File: config.mk
export PLATFORM = sky130hd
export DESIGN_NAME = bin2bcd_convert_module
export DESIGN_NICKNAME = d
export VERILOG_FILES = /design/src/rtl/bin2bcd_convert_module.sv
export SDC_FILE = /design/constraint.sdc
export NUM_CORES = 1
export LEC_CHECK = 0
export CORE_ASPECT_RATIO = 1.2
export CORE_MARGIN = 4
export CORE_UTILIZATION = 55
export DETAILED_ROUTE_END_ITERATION = 10
export GPL_TIMING_DRIVEN = 1
export PLACE_DENSITY = 0.8
export SYNTH_ARGS = -nofsm -noshare
export SYNTH_HDL_FRONTEND = slang
export SYNTH_SLANG_ARGS = --single-unit
export TNS_END_PERCENT = 1
File: constraint.sdc
create_clock -name CLK -period 2.8 [get_ports CLK]
set_clock_uncertainty 0.1 [all_clocks]
set_input_delay 0.7 -clock CLK [delete_from_list [all_inputs] [get_ports CLK]]
set_output_delay 0.7 -clock CLK [all_outputs]
set_load 0.02 [all_outputs]
File: src/rtl/bin2bcd_convert_module.sv
// Sequential double-dabble binary-to-BCD converter, one input bit per clock.
// Optional build macro BIN2BCD_SATURATE_EN clamps captured values above 999 to 999.
module bin2bcd_convert_module #(
    parameter int BIN_W = 10
) (
    input  logic             CLK,
    input  logic             RSTn,
    input  logic             Start_Sig,
    input  logic [BIN_W-1:0] Bin_Data,
    output logic [11:0]      Number_Sig,
    output logic             Done_Sig,
    output logic             Busy_Sig,
    output logic             Ovf_Sig,
    output logic [1:0]       state_dbg
);
    // Handshake: Start_Sig is taken at a rising edge only while Busy_Sig is low (never queued);
    // Done_Sig pulses once, BIN_W+2 edges later, in the cycle Number_Sig/Ovf_Sig take the new result.
    localparam logic [1:0] S_IDLE  = 2'd0;
    localparam logic [1:0] S_LOAD  = 2'd1;
    localparam logic [1:0] S_SHIFT = 2'd2;
    localparam logic [1:0] S_DONE  = 2'd3;

    logic [1:0]       state;
    logic [BIN_W-1:0] shift_q;
    logic [11:0]      acc_q;
    logic [11:0]      acc_adj;
    logic [3:0]       cnt_q;
    logic             ovf_q;
    logic             ovf_in;
    logic [BIN_W-1:0] load_val;

    assign state_dbg = state;

    // Only a 10-bit input can exceed 999; narrower widths leave this constant 0.
    assign ovf_in = (32'(Bin_Data) > 32'd999);

`ifdef BIN2BCD_SATURATE_EN
    assign load_val = ovf_in ? BIN_W'(32'd999) : Bin_Data;
`else
    assign load_val = Bin_Data;
`endif

    always_comb begin
        acc_adj = acc_q;
        for (int i = 0; i < 3; i++) begin
            if (acc_q[i*4 +: 4] >= 4'd5) begin
                acc_adj[i*4 +: 4] = acc_q[i*4 +: 4] + 4'd3;
            end
        end
    end

    always_ff @(posedge CLK or negedge RSTn) begin
        if (!RSTn) begin
            state      <= S_IDLE;
            shift_q    <= '0;
            acc_q      <= '0;
            cnt_q      <= '0;
            ovf_q      <= 1'b0;
            Number_Sig <= 12'h000;
            Done_Sig   <= 1'b0;
            Busy_Sig   <= 1'b0;
            Ovf_Sig    <= 1'b0;
        end else begin
            Done_Sig <= 1'b0;
            case (state)
                S_IDLE: begin
                    if (Start_Sig) begin
                        shift_q  <= load_val;
                        ovf_q    <= ovf_in;
                        Busy_Sig <= 1'b1;
                        state    <= S_LOAD;
                    end
                end
                S_LOAD: begin
                    acc_q <= '0;
                    cnt_q <= 4'(BIN_W);
                    state <= S_SHIFT;
                end
                S_SHIFT: begin
                    // The thousands carry (acc_adj[11]) falls off the top here.
                    acc_q   <= {acc_adj[10:0], shift_q[BIN_W-1]};
                    shift_q <= shift_q << 1;
                    cnt_q   <= cnt_q - 4'd1;
                    if (cnt_q == 4'd1) begin
                        state <= S_DONE;
                    end
                end
                S_DONE: begin
                    Number_Sig <= acc_q;
                    Ovf_Sig    <= ovf_q;
                    Done_Sig   <= 1'b1;
                    Busy_Sig   <= 1'b0;
                    state      <= S_IDLE;
                end
                default: state <= S_IDLE;
            endcase
        end
    end
endmodule

==> results.md, run 1 <==
- Status: complete, no violations
- Post-route ant nets: 0
- Synthesized cell area: around 2100 um2
- Num CTS Buffers: 5
- Share of cells above drive strength 1: approximately 12%
- Synth area leader: dfrtp_1
- Final Hold Fails: 0
- Hold/Removal Path Class: in -> async
- Initial core utilization: a little under three fifths
- Pwr Total: 2.22 mW
- CTS sink cnt: 44
- Detailed-route via count: about 1500
- Final setup viols: 0
- Synth top area cells: dfrtp_1 (53%), mux2_2 (7.0%), ha_1 (6.6%)
- I/O pin count: 30
- Worst setup SP type: flop
- Syn_area_per_cell: approximately 11 um2
- Initial antenna violation count: 0
- Core area: between 3000 and 4000 um2
- Yosys warns: 0
- Nets: approximately 250
- # diodes: 0
- Crit Path Class: reg -> out
- Crit path largest cell delay: about 0.65 ns
- Post-Layout Cell Count: roughly 280
- Fillers: about 300
- Critical Path RT: 2.00 ns
- # rows: 24
- Die Area: about 4900 um2
- Max Clk Rate: between 400 and 500 MHz
- Initial DRC count: 45
- Max_cap viols: 0
- Cell Chain, Critical Path: clkdlybuf4s50_1
- Die Span Y: approximately 76 um
- DP HPWL: 3.03 mm
- Setup bufs post-CTS: 0
- Worst Tran Pin Value: just under 0.7 ns
- Cell Area, Placed: about 2400 um2
- LEAKAGE: 1.14 nW
- RSZ-0062 raised after global routing: no
- # resized after CTS: 0
- Die Wd: 64.3 um
- H-tree levels: 2
- CTS Root Cell: clkbuf_8
- Seq/Total Area, Yosys: a little over half
- Routed WL per cell: between 15 and 20 um
- CTS tree: yes
- Post-layout util: between 60% and 70%
- Largest net degree at the start of global routing: 24
- Final instance area: about 2500 um2
- WP buf/inv: 1
- Placed insts: 268
- Later-pin clock latency in the skew report: roughly 0.3 ns
- Commonest non-fill, non-tap cells in the layout: dfrtp_1 (44), clkdlybuf4s50_1 (28), o21ai_0 (24), nand2_1 (16), inv_1 (15)
- Multi-input gate area: 897 um2
- Syn Nets: 214
- Final WL: around 4.2 mm
- Peak VDD IR: 0.000537 V
- Crit path time final: between 2 and 2.5 ns
- Commonest non-fill, non-tap cell in the layout: dfrtp_1
- Clk buf depth: 2
- Fin. max-slew vios: 0
- Flops & latches, synth: 44
- Synthesis-to-layout area growth: 20.4%
- Clock slew at reported path FFs: 0.08 ns
- Total grt overflow: 0
- Post-synth top area share: between 50% and 60%
- PortBufs: 29
- 1st-pass router iterations: 5
- First-pass GRT wire length: ~7.2 mm
- FF+latch area: ~1100 um2
- Final worst slack: roughly 0.64 ns
- Slew headroom: between 50% and 60%
- Post-synth cell types: 29
- Setup crit end kind: output pin
- Period utilisation layout: just under 80%
- Vias in the first global route: about 1600
- PD cells: 883 nW/um2
- Post-CTS Hold Buffers: 0
- Hold_ws: 0.259 ns
- Worst path slowest cell: clkdlybuf4s50_1
- Crit path max-delay family: buffers and inverters
- Dpl ws: around 0.8 ns
- # DRC: 0
- Gr usage total: between 10% and 20%
- DR vias/cell: approximately 5.5
- Placer Congestion: around 0.89
- Synth Instances: 190
- Worst Path Arrival: about 1.4 ns
- CP max FO: 4
- Setup TNS: 0 ns
-- final timing paths --
path,slack [ns],cells after the start,endpoint,start
setup / recovery,0.64,1,state_dbg[0],state_dbg[0]
hold / removal,0.26,1,acc_q[2],RSTn
hold reg to reg,0.39,2,shift_q[8],shift_q[8]
min in group CLK,0.39,2,shift_q[8],shift_q[8]
setup reg to reg,0.75,4,acc_q[4],state_dbg[0]
max in group asynchronous,1.65,2,Busy_Sig,RSTn
-- layout make-up --
| type | instances | area share [%] |
|---|---|---|
| sequential | 44 | 43.8 |
| multi-input combinational | 125 | 35.7 |
| timing repair buffer | 32 | 12.2 |
| clock buffer | 5 | 2.74 |
| tap | 52 | 2.59 |
| inverter | 15 | 2.24 |
| clock inverter | 3 | 0.746 |
-- routing by layer --
layer  vias to the layer above  track usage [%]  wire, um
met2                        37             34.4      2090
met3                         9             6.34       264
li1                        724                -         -
met5                         -                0         0
met1                       736             22.2      1740
met4                         0             7.04        71
-- power breakdown --
part           leakage, nW  switching (mW)  internal [mW]  total (mW)
combinational        0.509           0.556          0.387       0.942
sequential           0.582           0.104          0.788       0.892
clock               0.0479           0.212          0.174       0.386
total                 1.14           0.871           1.35        2.22
-- logic make-up after synthesis --
logic type | synth area share (%)
mux | 12.5
compound gates | 12.7
flops | 52.7
xor+xnor | 2.10
buf+inv | 4.37
simple gates | 9.10
fa+ha+maj | 6.59
-- cell usage after synthesis --
cell type  count
nor2b_1        1
o21ai_2        1
o21ai_0       24
nor3_1         4
buf_6          1
buf_2          4
xnor2_1        5
nand3_1        3
o31ai_1        1
ha_1          11
nand3b_1       1
mux2i_1       10
a21oi_1        9
nand2b_1       6
mux2_2        13
nand4_1        1
o32ai_1        2
clkbuf_1       1
and2b_1        1
mux2i_2        1
o22ai_1        3
nand2_1       16
inv_1         15
dfrtp_1       44
a22o_1         3
and3_1         3
o22a_1         1
a31oi_1        2
nor2_1         3
-- sequential cells by signal, summed over array words and instances, names as in the netlist --
signal	flops
acc_q	12
Number_Sig	12
Done_Sig	1
cnt_q	4
Ovf_Sig	1
state_dbg	2
ovf_q	1
Busy_Sig	1
shift_q	10
(Power assumes the default switching activity.)
==> inputs of run 2 (changes only) <==
--- a/config.mk
+++ b/config.mk
@@ -7,10 +7,10 @@
 export LEC_CHECK = 0
 export CORE_ASPECT_RATIO = 1.2
 export CORE_MARGIN = 4
-export CORE_UTILIZATION = 55
+export CORE_UTILIZATION = 54
 export DETAILED_ROUTE_END_ITERATION = 10
 export GPL_TIMING_DRIVEN = 1
-export PLACE_DENSITY = 0.8
+export PLACE_DENSITY = 0.79
 export SYNTH_ARGS = -nofsm -noshare
 export SYNTH_HDL_FRONTEND = slang
 export SYNTH_SLANG_ARGS = --single-unit
==> constraint.sdc (replaced) <==
create_clock -name CLK -period 2.1 [get_ports CLK]
set_clock_uncertainty 0.1 [all_clocks]
set_input_delay 0.525 -clock CLK [delete_from_list [all_inputs] [get_ports CLK]]
set_output_delay 0.525 -clock CLK [all_outputs]
set_load 0.02 [all_outputs]
==> run 2 against run 1 <==
- global-route usage increased by 0.44 points
- utilization increased by 1.0 points
- critical endpoint unchanged
- sequential power increased by 33%
- via count increased by 1.3%
- combinational power increased by 40%
- non-clock buffer count increased by 3
- die area increased by 1.6%
==> results.md, run 2 (synthesized netlist as in run 1, its figures left out) <==
- Crit path time final: roughly 2.0 ns
- Biggest regs: Number_Sig x12, acc_q x12, shift_q x10
- Crit path max-delay family: buffers and inverters
- Max_cap viols: 0
- CTS Root Cell: clkbuf_8
- CTS tree: yes
- Hold/Removal Path Class: in -> async
- Pwr Total: between 3 and 4 mW
- Detailed-route via count: ~1500
- Period utilisation layout: between 90% and 100%
- Initial antenna violation count: 0
- DP HPWL: 3.18 mm
- Post-route ant nets: 0
- Fin. max-slew vios: 0
- Post-Layout Cell Count: between 200 and 300
- Setup bufs post-CTS: 0
- Clk buf depth: 2
- RR Startpoint: state_dbg[0]
- Final setup viols: 0
- Clock slew at reported path FFs: around 0.08 ns
- I/O pin count: 30
- Die Span Y: approximately 76 um
- Die Area: 4930 um2
- Gr usage total: about a fifth
- Cell Area, Placed: 2460 um2
- # DRC: 0
- WP buf/inv: 1
- CP max FO: 4
- Met3 GRT Util: about 7.4%
- Initial DRC count: between 100 and 150
- PortBufs: 29
- Core area: between 3000 and 4000 um2
- Post-CTS Hold Buffers: 0
- Synthesis-to-layout area growth: 23.2%
- RSZ-0062 raised after global routing: no
- CTS sink cnt: 44
- Max Clk Rate: between 500 and 600 MHz
- Total grt overflow: 0
- Worst Path Arrival: approximately 1.4 ns
- Final Hold Fails: 0
- Initial core utilization: 56.6%
- H-tree levels: 2
- Worst Tran Pin Value: 0.480 ns
- Cell Chain, Critical Path: clkdlybuf4s50_1
- Peak VDD IR: ~0.00070 V
- Setup crit end kind: output pin
- Hold_ws: 0.0730 ns
- Multi-input gate area: 897 um2
- Dpl ws: between 0.2 and 0.25 ns
- Later-pin clock latency in the skew report: about 0.30 ns
- Routing usage on met1: 22.7%
- Share of cells above drive strength 1: about an eighth
- # resized after CTS: 0
- DR vias/cell: ~5.5
- Reg-to-reg critical path endpoint: acc_q[4]
- First-pass GRT wire length: between 7 and 8 mm
- 1st-pass router iterations: 4
- Placer Congestion: a little under 0.9
- Reg2reg setup slack: between 0.2 and 0.3 ns
- Worst path slowest cell: clkdlybuf4s50_1
- Critical Path RT: 1.47 ns
- Die Wd: approximately 65 um
- Crit path largest cell delay: approximately 0.65 ns
- Setup TNS: 0 ns
- # diodes: 0
- Fillers: 300
- Crit Path Class: reg -> out
- Num CTS Buffers: 5
- Commonest non-fill, non-tap cells in the layout: dfrtp_1 (44), clkdlybuf4s50_1 (28), o21ai_0 (24), nand2_1 (16), inv_1 (15)
- M2 GR Usage: about a third
- Status: complete, no violations
- # rows: 24
- Vias in the first global route: around 1600
- Global routing's busiest layer: met2
- Reg2reg path depth: 4
- FF+latch area: ~1100 um2
- Final worst slack: roughly 0.11 ns
- Final WL: approximately 4.3 mm
- Commonest non-fill, non-tap cell in the layout: dfrtp_1
- LEAKAGE: approximately 1.2 nW
- Placed insts: 271
- Largest net degree at the start of global routing: 26
- PD cells: between 1000 and 1500 nW/um2
- Slew headroom: 68.0%
- Post-layout util: 69.7%
- Final instance area: 2570 um2
- Routed WL per cell: approximately 15 um
- Nets: 250
- Worst setup SP type: flop
## run 2: layout make-up
type | instances | area share [%]
Inverter | 15 | 2.19
Clock inverter | 3 | 1.65
Clock buffer | 5 | 2.67
Tap cell | 52 | 2.53
Multi-Input combinational cell | 125 | 34.9
Sequential cell | 44 | 42.8
Timing Repair Buffer | 35 | 13.3
## run 2: report_power, final
group	internal [mW]	switching [mW]	total (mW)	leakage (nW)
logic	0.561	0.763	1.32	0.529
registers	1.05	0.134	1.19	0.582
clock network	0.352	0.283	0.634	0.0541
total	1.96	1.18	3.14	1.16
## run 2: per-layer routing
metal  part of all wire [%]  wire [um]
met2                     51       2180
met1                     40       1710
met4                    2.0         85
met5                      0          0
met3                    6.8        289
## run 2: how the worst max path moves through the flow
stage,startpoint,to,slack (ns),depth (start not counted)
after floorplan,state_dbg[0],shift_q[9],0.45,6
after global placement,Start_Sig,shift_q[5],0.32,4
after detailed placement,Start_Sig,state_dbg[1],0.23,4
after CTS,state_dbg[0],state_dbg[0],0.1,1
after global routing,state_dbg[0],state_dbg[0],0.03,1
final,state_dbg[0],state_dbg[0],0.11,1
